## config.mk

```make
export PLATFORM = sky130hd
export DESIGN_NAME = scan_loader_flat
export DESIGN_NICKNAME = d
export VERILOG_FILES = /design/src/rtl/scan_loader_pkg.sv /design/src/rtl/scan_loader_if.sv /design/src/rtl/scan_loader.sv /design/src/flat_wrapper.sv
export SDC_FILE = /design/constraint.sdc
export NUM_CORES = 1
export LEC_CHECK = 0
export BUFFER_PORTS_ARGS = -buffer_cell sky130_fd_sc_hd__buf_2
export CORE_MARGIN = 8
export CORE_UTILIZATION = 45
export DETAILED_ROUTE_END_ITERATION = 12
export HOLD_SLACK_MARGIN = 0.02
export PLACE_DENSITY = 0.69
export SLEW_MARGIN = 30
export SYNTH_ARGS = -nofsm -noshare
export SYNTH_HDL_FRONTEND = slang
export SYNTH_SLANG_ARGS = --single-unit
```

## constraint.sdc

```tcl
create_clock -name clk -period 1.93 [get_ports clk]
set_input_delay 0.0965 -clock clk [delete_from_list [all_inputs] [get_ports clk]]
set_output_delay 0.0965 -clock clk [all_outputs]
set_load 0.02 [all_outputs]
```

## src/rtl/scan_loader_pkg.sv

```systemverilog
// scan_loader_pkg -- shared types and constants for the scan-chain loader
// and the enforcement-machine top that embeds it.
package scan_loader_pkg;

  // Bits per image byte / per serialised chunk.
  localparam int BYTE_W = 8;

  // Default scan-chain geometry of the enforcement machine.
  localparam int CONF_LEN_DEF = 14;
  localparam int MEM_LEN_DEF  = 64;

  // Loader sequencing states.
  typedef enum logic [2:0] {
    IDLE      = 3'd0,
    CLEAR     = 3'd1,
    WAIT_BYTE = 3'd2,
    SHIFT     = 3'd3,
    RUN       = 3'd4
  } state_t;

endpackage

```

## src/rtl/scan_loader_if.sv

```systemverilog
// scan_loader_if -- byte stream feeding the scan loader.
// Handshake: a byte moves on a rising clk edge where s_valid and s_ready are
// both high; the source holds s_data stable while s_valid is high and not
// yet accepted, and s_ready never depends combinationally on s_valid.
interface scan_loader_if;
  import scan_loader_pkg::*;

  logic [BYTE_W-1:0] s_data;
  logic              s_valid;
  logic              s_ready;

  modport master (output s_data, output s_valid, input s_ready);
  modport slave  (input s_data, input s_valid, output s_ready);

endinterface

```

## src/rtl/scan_loader.sv

```systemverilog
// scan_loader -- loads configuration + program bytes into the enforcement
// machine's scan chain, LSB first, highest address first, then releases the
// machine from reset.
// Optional feature: define SCAN_LOADER_READBACK_EN to add rb_data/rb_valid,
// which return the previous chain contents byte by byte as they shift out.
module scan_loader
  import scan_loader_pkg::*;
#(
  parameter int CONF_LEN = CONF_LEN_DEF,
  parameter int MEM_LEN  = MEM_LEN_DEF
) (
  input  logic              clk,
  input  logic              reset,
  input  logic              start,
  scan_loader_if.slave      s_if,
  output logic              scan_in,
  output logic              scan_en,
  output logic              scan_reset,
  input  logic              scan_out,
  output logic              core_reset,
  output logic              busy,
  output logic              done,
`ifdef SCAN_LOADER_READBACK_EN
  output logic [BYTE_W-1:0] rb_data,
  output logic              rb_valid,
`endif
  output state_t            o_state
);

  localparam int TOTAL = CONF_LEN + MEM_LEN;
  localparam int CNT_W = $clog2(TOTAL + 1);
  localparam logic [CNT_W-1:0] TOTAL_C = CNT_W'(TOTAL);

  state_t            r_state;
  logic [BYTE_W-2:0] r_rest;       // bits still to be shifted after scan_in
  logic [2:0]        r_bit_cnt;    // index of the bit currently on scan_in
  logic [CNT_W-1:0]  r_byte_cnt;   // whole bytes shifted this load
  logic              r_scan_in;
  logic              r_scan_en;
  logic              r_scan_reset;
  logic              r_core_reset;
  logic              r_busy;
  logic              r_done;
  logic              r_s_ready;

  logic              w_xfer;
  logic [CNT_W-1:0]  w_byte_cnt_nxt;

  assign w_xfer         = r_s_ready & s_if.s_valid;
  assign w_byte_cnt_nxt = r_byte_cnt + CNT_W'(1);

  assign s_if.s_ready = r_s_ready;
  assign scan_in      = r_scan_in;
  assign scan_en      = r_scan_en;
  assign scan_reset   = r_scan_reset;
  assign core_reset   = r_core_reset;
  assign busy         = r_busy;
  assign done         = r_done;
  assign o_state      = r_state;

  // Load sequencer with inline serialiser; every output is registered and
  // updated together with the state it belongs to.
  always_ff @(posedge clk) begin
    if (reset) begin
      r_state      <= IDLE;
      r_rest       <= '0;
      r_bit_cnt    <= '0;
      r_byte_cnt   <= '0;
      r_scan_in    <= 1'b0;
      r_scan_en    <= 1'b0;
      r_scan_reset <= 1'b0;
      r_core_reset <= 1'b1;
      r_busy       <= 1'b0;
      r_done       <= 1'b0;
      r_s_ready    <= 1'b0;
    end else begin
      case (r_state)
        IDLE: begin
          if (start) begin
            r_state      <= CLEAR;
            r_scan_reset <= 1'b1;
            r_busy       <= 1'b1;
            r_byte_cnt   <= '0;
          end
        end
        CLEAR: begin
          r_state      <= WAIT_BYTE;
          r_scan_reset <= 1'b0;
          r_s_ready    <= 1'b1;
          r_byte_cnt   <= '0;
        end
        WAIT_BYTE: begin
          // A stalled source simply leaves us here with the chain frozen.
          if (w_xfer) begin
            r_state   <= SHIFT;
            r_scan_in <= s_if.s_data[0];
            r_rest    <= s_if.s_data[BYTE_W-1:1];
            r_scan_en <= 1'b1;
            r_s_ready <= 1'b0;
            r_bit_cnt <= '0;
          end
        end
        SHIFT: begin
          if (r_bit_cnt == 3'd7) begin
            r_scan_en  <= 1'b0;
            r_scan_in  <= 1'b0;
            r_byte_cnt <= w_byte_cnt_nxt;
            if (w_byte_cnt_nxt == TOTAL_C) begin
              r_state      <= RUN;
              r_core_reset <= 1'b0;
              r_busy       <= 1'b0;
              r_done       <= 1'b1;
            end else begin
              r_state   <= WAIT_BYTE;
              r_s_ready <= 1'b1;
            end
          end else begin
            r_bit_cnt <= r_bit_cnt + 3'd1;
            r_scan_in <= r_rest[0];
            r_rest    <= {1'b0, r_rest[BYTE_W-2:1]};
          end
        end
        RUN: begin
          // Reload: machine goes back into reset on the same edge the chain
          // control is cleared.
          if (start) begin
            r_state      <= CLEAR;
            r_scan_reset <= 1'b1;
            r_core_reset <= 1'b1;
            r_busy       <= 1'b1;
            r_done       <= 1'b0;
            r_byte_cnt   <= '0;
          end
        end
        default: r_state <= IDLE;
      endcase
    end
  end

`ifdef SCAN_LOADER_READBACK_EN
  bit [BYTE_W-1:0] r_cap;
  bit [2:0]        r_cap_cnt;
  bit [BYTE_W-1:0] r_rb_data;
  bit              r_rb_valid;
  logic [BYTE_W-1:0] w_cap_nxt;

  // The first bit out of the chain is bit 0 of the oldest byte.
  assign w_cap_nxt = {scan_out, r_cap[BYTE_W-1:1]};
  assign rb_data   = r_rb_data;
  assign rb_valid  = r_rb_valid;

  // Capture the chain tail on every shift cycle; emit a byte after each 8th bit.
  always_ff @(posedge clk) begin
    if (reset) begin
      r_cap      <= '0;
      r_cap_cnt  <= '0;
      r_rb_data  <= '0;
      r_rb_valid <= 1'b0;
    end else begin
      r_rb_valid <= 1'b0;
      if (r_scan_en) begin
        r_cap     <= w_cap_nxt;
        r_cap_cnt <= r_cap_cnt + 3'd1;
        if (r_cap_cnt == 3'd7) begin
          r_rb_valid <= 1'b1;
          r_rb_data  <= w_cap_nxt;
        end
      end
    end
  end
`else
  logic w_unused_scan_out;
  assign w_unused_scan_out = scan_out;
`endif

endmodule

```

## src/flat_wrapper.sv

```systemverilog
// flat-port wrapper written by rule: the top's interface ports become plain ports
module scan_loader_flat import scan_loader_pkg::*;
#(
  parameter int CONF_LEN = CONF_LEN_DEF,
  parameter int MEM_LEN  = MEM_LEN_DEF
)
  (clk, reset, start, scan_in, scan_en, scan_reset, scan_out, core_reset, busy, done, o_state, s_if_s_data, s_if_s_valid, s_if_s_ready);
  scan_loader_if s_if_i ();
  input  logic clk;
  input  logic reset;
  input  logic start;
  output logic scan_in;
  output logic scan_en;
  output logic scan_reset;
  input  logic scan_out;
  output logic core_reset;
  output logic busy;
  output logic done;
  output state_t o_state;
  input wire logic [$bits(s_if_i.s_data)-1:0] s_if_s_data;
  input wire logic [$bits(s_if_i.s_valid)-1:0] s_if_s_valid;
  output wire logic [$bits(s_if_i.s_ready)-1:0] s_if_s_ready;
  assign s_if_i.s_data = s_if_s_data;
  assign s_if_i.s_valid = s_if_s_valid;
  assign s_if_s_ready = s_if_i.s_ready;
  scan_loader #(.CONF_LEN(CONF_LEN), .MEM_LEN(MEM_LEN)) u_core (.clk(clk), .reset(reset), .start(start), .s_if(s_if_i), .scan_in(scan_in), .scan_en(scan_en), .scan_reset(scan_reset), .scan_out(scan_out), .core_reset(core_reset), .busy(busy), .done(done), .o_state(o_state));
endmodule
```

==> results of run 1 <==
[metrics by stage]
step	setup WS, ns	power, mW	std cells	instance area (µm²)
2_1_floorplan	0.125	0.689	164	1320
3_3_place_gp	0.0955	0.733	214	1470
3_5_place_dp	0.0276	0.736	214	1470
4_1_cts	0.0138	0.980	219	1510
5_1_grt	0.000609	1.02	219	1520
6_report	0.0698	0.972	219	1520
[cell usage after synthesis, types with 2 or more instances]
master and n:
o21ai_0 5, nand2b_1 3, nand3_1 13, nor2b_1 2, a211oi_1 2, a21oi_1 11, buf_2 3, nand2_1 14
nor2_1 30, ha_1 4, inv_1 5, a31oi_1 3, a22oi_1 3, a311oi_1 6, o21a_1 2, dfxtp_1 27
nor3_1 7, clkbuf_1 4
[area by class of cell]
type / instances / share of cell area [%]
Timing Repair Buffer: 28 / 10.5
Tap cell: 31 / 2.55
Multi-Input combinational cell: 124 / 48.3
Clock buffer: 4 / 1.73
Sequential cell: 27 / 35.6
Inverter: 5 / 1.23
[per-layer routing]
| metal | global-route usage [%] | routed length, µm |
|---|---|---|
| met5 | 0 | 0 |
| met4 | 4.46 | 42 |
| met3 | 2.26 | 81 |
| met2 | 22.4 | 1580 |
| met1 | 14.1 | 1380 |
[worst reg2reg max path, stage by stage, from the launching register on]
cell and delay, ns:
dfxtp_2 0.37, ha_2 0.20, and3_4 0.19, or2_1 0.22, a211oi_2 0.26, nor2_1 0.12
o41a_1 0.41
[power by group]
part	leakage [nW]	internal [mW]	switching, mW	total (mW)
Combinational	0.384	0.0552	0.0813	0.136
Sequential	0.219	0.574	0.0155	0.590
Clock	0.0150	0.0809	0.165	0.246
[what timing repair did]
item / CTS / global route
endpoints found under the hold margin: 1 / 0
resized for setup: 1 / 3
endpoints found under the setup margin: 1 / 7
hold buffers: 1 / 0
[worst max-delay path by stage]
stage	endpoint	slack, ns	cells after the start
floorplan	u_core.s_if.s_ready$_SDFFE_PP0P_	0.12	6
global placement	u_core.s_if.s_ready$_SDFFE_PP0P_	0.1	6
detailed placement	u_core.s_if.s_ready$_SDFFE_PP0P_	0.03	6
CTS	u_core.s_if.s_ready$_SDFFE_PP0P_	0.01	6
global route	u_core.s_if.s_ready$_SDFFE_PP0P_	0.0006	6
finish	u_core.s_if.s_ready$_SDFFE_PP0P_	0.07	6
[flip-flops by register name (all words and copies together), names as in the netlist]
| name | cells |
|---|---|
| u_core.s_if.s_ready | 1 |
| u_core.r_byte_cnt | 7 |
| u_core.scan_en | 1 |
| u_core.core_reset | 1 |
| u_core.scan_in | 1 |
| u_core.o_state | 3 |
| u_core.scan_reset | 1 |
| u_core.busy | 1 |
| u_core.done | 1 |
| u_core.r_bit_cnt | 3 |
| u_core.r_rest | 7 |
[logic make-up after synthesis]
group | synth area share [%]
flip-flops | 41.1
AO/OA/AOI/OAI | 21.4
multiplexers | 1.62
adder cells (fa/ha/maj) | 3.81
AND/OR/NAND/NOR | 27.4
XOR/XNOR | 0.666
buffers and inverters | 4.00
[cells in the final DEF (no fill, tap or decap), types with 2 or more instances in the layout]
master / synthesis / final
a211oi_1: 2 / 2
a21oi_1: 11 / 11
a22oi_1: 3 / 3
a311oi_1: 6 / 6
a31oi_1: 3 / 3
buf_2: 3 / 21
buf_4: 0 / 6
clkbuf_4: 0 / 3
dfxtp_1: 27 / 26
ha_1: 4 / 3
inv_1: 5 / 5
nand2_1: 14 / 14
nand2b_1: 3 / 3
nand3_1: 13 / 13
nor2_1: 30 / 30
nor2b_1: 2 / 2
nor3_1: 7 / 7
o21a_1: 2 / 2
o21ai_0: 5 / 5
==> out/results.txt, run 1 <==
status -> completed
worst hold path class -> input pin to flop
Final Critical Period -> 1.86 ns
Routed WL -> 3.09 mm
CP top delay family -> compound AO/OA/AOI/OAI gates
Crit Path Category -> flop to flop
antenna viol nets, final -> 0
largest net degree at the start of global routing -> 28
die area -> 0.00491 mm²
post-CTS setup buffer count -> 0
Critical Path RT -> 2.15 ns
ant diodes -> 0
Synth Cell Area -> 0.00132 mm²
Hold Violations, Final -> 0
CP Capture Type -> flop
r2r startpoint -> u_core.r_byte_cnt[1]$_SDFFE_PP0P_
Mapped Cells -> 164
area of the multi-input gates -> 734 µm²
R2R Path End -> u_core.s_if.s_ready$_SDFFE_PP0P_
H-Tree Depth -> 1
CTS clk-pin slew, worst paths -> 0.14 ns
Fmax -> 538 MHz
post-detail-place hpwl -> 2.27 mm
worst skew pair latency -> 0.32 ns
slowest stage delay, CP -> 0.41 ns
std cell rows -> 19
FF/Latch Area -> 542 µm²
Filler cells -> 263
clk_skew -> 0.00440 ns
# DRC -> 0
startpoint types -> flop
Yosys top cell area share -> 41.1%
asr flop ratio synth -> 0%
leakage power -> 0.619 nW
Worst-Margin Slew -> 0.484 ns
grt ovf -> 0
via count -> 1261
CP startpoint -> u_core.r_byte_cnt[1]$_SDFFE_PP0P_
Post-synth top flop -> dfxtp_1
worst path bufs/invs -> 0
Layout Utilization -> 55.1%
PwrDens -> 640 mW/mm²
sequential cell area fraction in the yosys report -> 41.1%
Starting Density -> 47.7%
worst hold start -> s_if_s_data[7]
area grow syn2layout -> 15.6%
Slew Limit Fails -> 0
Iter 0 DRT Violations -> 72
fin crit share -> 96.4%
maximum fanout along the worst path -> 5
Peak VDD IR -> 0.000415 V
post-synth cell types -> 38
Root Buffer -> clkbuf_4
syn nets -> 181
CTS tree -> yes
CTS Buffer Depth -> 2
RD Place Congestion -> 0.835
fin nets -> 206
max_cap viols -> 0
final setup fails -> 0
hold endpoint -> u_core.r_rest[6]$_SDFFE_PP0P_
hold path depth -> 3
CP max-delay cell -> o41a_1
die height -> 70.1 µm
crit-path cells -> ha_2, and3_4, or2_1, a211oi_2, nor2_1, o41a_1
Die W -> 70.1 µm
first-pass GRT wire length -> 5.38 mm
vias in the first global route -> 1255
RSZ-0062 raised after global routing -> false
sum of negative setup slack -> 0 ns
Yosys Warn Count -> 0
Max-slew headroom -> 67.8%
wire per inst -> 14.1 µm
I/O pins -> 23
share of layout cells above drive strength 1 -> 21.3%
synthesized flop and latch total -> 27
crit path DAT -> 2.08 ns
synth top area cells -> dfxtp_1, nor2_1, nand3_1
average vias per placed instance -> 5.76
number of port buffers -> 21
core box area -> 0.00276 mm²
Post-synth EDFFs -> 0
Reg2Reg Depth -> 6
Avg Inst Size Synth -> 8.02 µm²
WHS -> 0.0221 ns
initial antenna violation count -> 0
cell taking the most area after synthesis -> dfxtp_1
GRT Overall Usage -> 12.4%
Inserted Clock Buffers -> 3
clock sink count -> 27
R2R setup slack -> 0.07 ns
DR pass1 iterations -> 6
Note: power is estimated with default switching activity, not from simulation.
==> inputs of run 2 (changes only) <==
Settings changed: ABC_AREA from default to 1, PLACE_DENSITY 0.69 to 0.68.
==> out/results.txt, run 2 <==
status -> completed
CP Capture Type -> flop
leakage power -> 0.708 nW (+14%)
clock sink count -> 27 (unchanged)
DR pass1 iterations -> 4 (-2)
number of port buffers -> 21 (unchanged)
sum of negative setup slack -> 0 ns (unchanged)
I/O pins -> 23 (unchanged)
Root Buffer -> clkbuf_4
Crit Path Category -> flop to flop
GRT Overall Usage -> 12.0% (-0.46 points)
Comb pwr share -> 42.7% (+29 points)
commonest cells after routing, fill and taps aside -> nand2_1, dfxtp_1, buf_2, inv_1, a21oi_1
RD Place Congestion -> 0.820 (-1.8%)
worst hold path class -> input pin to flop
Final WS setup -> 0.259 ns (+0.189 ns)
commonest non-fill, non-tap cell in the layout -> nand2_1
Max-slew headroom -> 71.5% (+3.8 points)
Mapped Cells -> 206 (+26%)
fin nets -> 248 (+20%)
Iter 0 DRT Violations -> 59 (-18%)
Post-synth top flop -> dfxtp_1
Worst-Margin Slew -> 0.426 ns (-0.0571 ns)
vias in the first global route -> 1248 (-0.56%)
Critical Path RT -> 2.15 ns (about the same)
crit path DAT -> 1.89 ns (-0.19 ns)
worst skew pair latency -> 0.32 ns (about the same)
max_cap viols -> 0 (unchanged)
Fmax -> 598 MHz (+11%)
Avg Inst Size Synth -> 6.99 µm² (-13%)
die height -> 72.6 µm (+3.6%)
std cell rows -> 20 (+1)
CTS clk-pin slew, worst paths -> 0.15 ns (about the same)
Post-synth top cells -> nand2_1, dfxtp_1, a21oi_1, inv_1, nor2_1
final setup fails -> 0 (unchanged)
clk_skew -> 0.00630 ns (+0.00190 ns)
Yosys Warn Count -> 0 (unchanged)
hold path depth -> 3 (unchanged)
# DRC -> 0 (unchanged)
startpoint types -> flop
Synth Cell Area -> 0.00144 mm² (+9.5%)
core box area -> 0.00305 mm² (+11%)
CTS resizes -> 0 (-1)
CTS Buffer Depth -> 2 (unchanged)
Reg2Reg Depth -> 11 (+5)
switch share -> 44.2% (+17 points)
average vias per placed instance -> 4.82 (-16%)
grt ovf -> 0 (unchanged)
Peak VDD IR -> 0.000605 V (+46%)
clock share of power -> 12.9% (-12 points)
asr flop ratio synth -> 0% (unchanged)
die area -> 0.00527 mm² (+7.3%)
Pint -> 1.06 mW (+49%)
post-synth cell types -> 25 (-34%)
via count -> 1320 (+4.7%)
largest net degree at the start of global routing -> 17 (-39%)
Slew Limit Fails -> 0 (unchanged)
synthesized flop and latch total -> 27 (unchanged)
Post-synth EDFFs -> 0 (unchanged)
Inserted Clock Buffers -> 3 (unchanged)
synth top area cells -> dfxtp_1, nand2_1, a21oi_1
Routed WL -> 2.96 mm (-4.1%)
Yosys top cell area share -> 37.5% (-3.6 points)
fin crit share -> 86.6% (-9.8 points)
H-Tree Depth -> 1 (unchanged)
area grow syn2layout -> 13.4%
first-pass GRT wire length -> 5.28 mm (-1.8%)
Final Critical Period -> 1.67 ns (-0.189 ns)
Final Cell Area -> 0.00163 mm² (+7.4%)
cell taking the most area after synthesis -> dfxtp_1
initial antenna violation count -> 0 (unchanged)
ant diodes -> 0 (unchanged)
syn nets -> 223 (+23%)
Regs by FF count -> u_core.r_byte_cnt x7, u_core.r_rest x7
Die W -> 72.6 µm (+3.6%)
antenna viol nets, final -> 0 (unchanged)
maximum fanout along the worst path -> 6 (+1)
share of layout cells above drive strength 1 -> 18.7% (-2.6 points)
sequential cell area fraction in the yosys report -> 37.5% (-3.6 points)
pre-CTS setup slack -> 0.277 ns (+0.249 ns)
Starting Density -> 47.2% (-0.51 points)
most frequent cell after synthesis -> nand2_1
PwrDens -> 1160 mW/mm² (+81%)
CTS tree -> yes
wire per inst -> 10.8 µm (-23%)
Hold Violations, Final -> 0 (unchanged)
Flop pwr share -> 44.4% (-16 points)
RSZ-0062 raised after global routing -> false
dpl cell area -> 0.00158 mm² (+7.2%)
sw power -> 0.837 mW (+220%)
post-detail-place hpwl -> 2.19 mm (-3.6%)
[run 2: cell count changes after synthesis, sizes merged, moves of 7 or more]
cell / previous run / this run
nand2: 14 / 57
inv: 5 / 23
a21oi: 11 / 20
nor2: 30 / 23
o21ai: 5 / 17
[run 2: repair_timing]
action	in CTS	in global routing
hold endpoints to repair	3	0
hold buffers	3	0
setup buffers	0	0
[run 2: path summary, 6_finish.rpt]
check,slack [ns],from,to
setup / recovery,0.26,u_core.r_byte_cnt[0]$_SDFFE_PP0P_,u_core.o_state[1]$_SDFFE_PP0P_
hold / removal,0.03,s_if_s_data[6],u_core.r_rest[5]$_SDFFE_PP0P_
setup reg to reg,0.26,u_core.r_byte_cnt[0]$_SDFFE_PP0P_,u_core.o_state[1]$_SDFFE_PP0P_
hold reg to reg,0.45,u_core.done$_SDFFE_PP0P_,u_core.done$_SDFFE_PP0P_
[run 2: through the flow]
stage                     std cells  total power [mW]  util, %  hold slack [ns]
after CTS                       274              1.91     53.5           0.0235
final                           274              1.89     53.5           0.0318
after floorplan                 206              1.50        -            0.169
after detailed placement        267              1.66     51.6            0.372
after global routing            274              2.07     53.5           0.0241
after global placement          267              1.66     51.6            0.368
[run 2: routing by layer]
metal	wire [µm]	global-route usage (%)
met1	1470	15.1
met2	1360	20.5
met3	113	2.06
met4	17	2.67
met5	0	0
[run 2: power groups by stage]
stage	combinational, mW	sequential (mW)	clock (mW)
global route	0.929	0.868	0.273
detailed placement	0.808	0.852	0
global placement	0.807	0.851	0
finish	0.810	0.841	0.244
floorplan	0.603	0.895	0
CTS	0.816	0.840	0.255
[run 2: final cells by class]
class,count,area (µm²)
fillers,320,1420
clock buffers,4,26.3
well taps,44,55.1
repair buffers,26,150
multi-input cells,149,771
inverters,24,90.1
flip-flops and latches,27,541
[run 2: cells by family after synthesis]
| family | after synthesis | synth area share, % |
|---|---|---|
| and+or+nand+nor | 97 | 31.0 |
| AOI/OAI and AO/OA | 48 | 19.0 |
| buffers and inverters | 30 | 8.95 |
| DFF | 27 | 37.5 |
| adders and majority gates | 4 | 3.48 |
[run 2: worst max-delay path: stages (launching register included)]
cell      delay [ns]
dfxtp_1         0.39
ha_1            0.23
nand2_1         0.17
clkinv_1        0.13
nand3_1         0.08
nand2_1         0.08
inv_1           0.06
nand2_1         0.05
nor2_1          0.15
nand2_1         0.10
nand2_1         0.09
a21oi_1         0.06
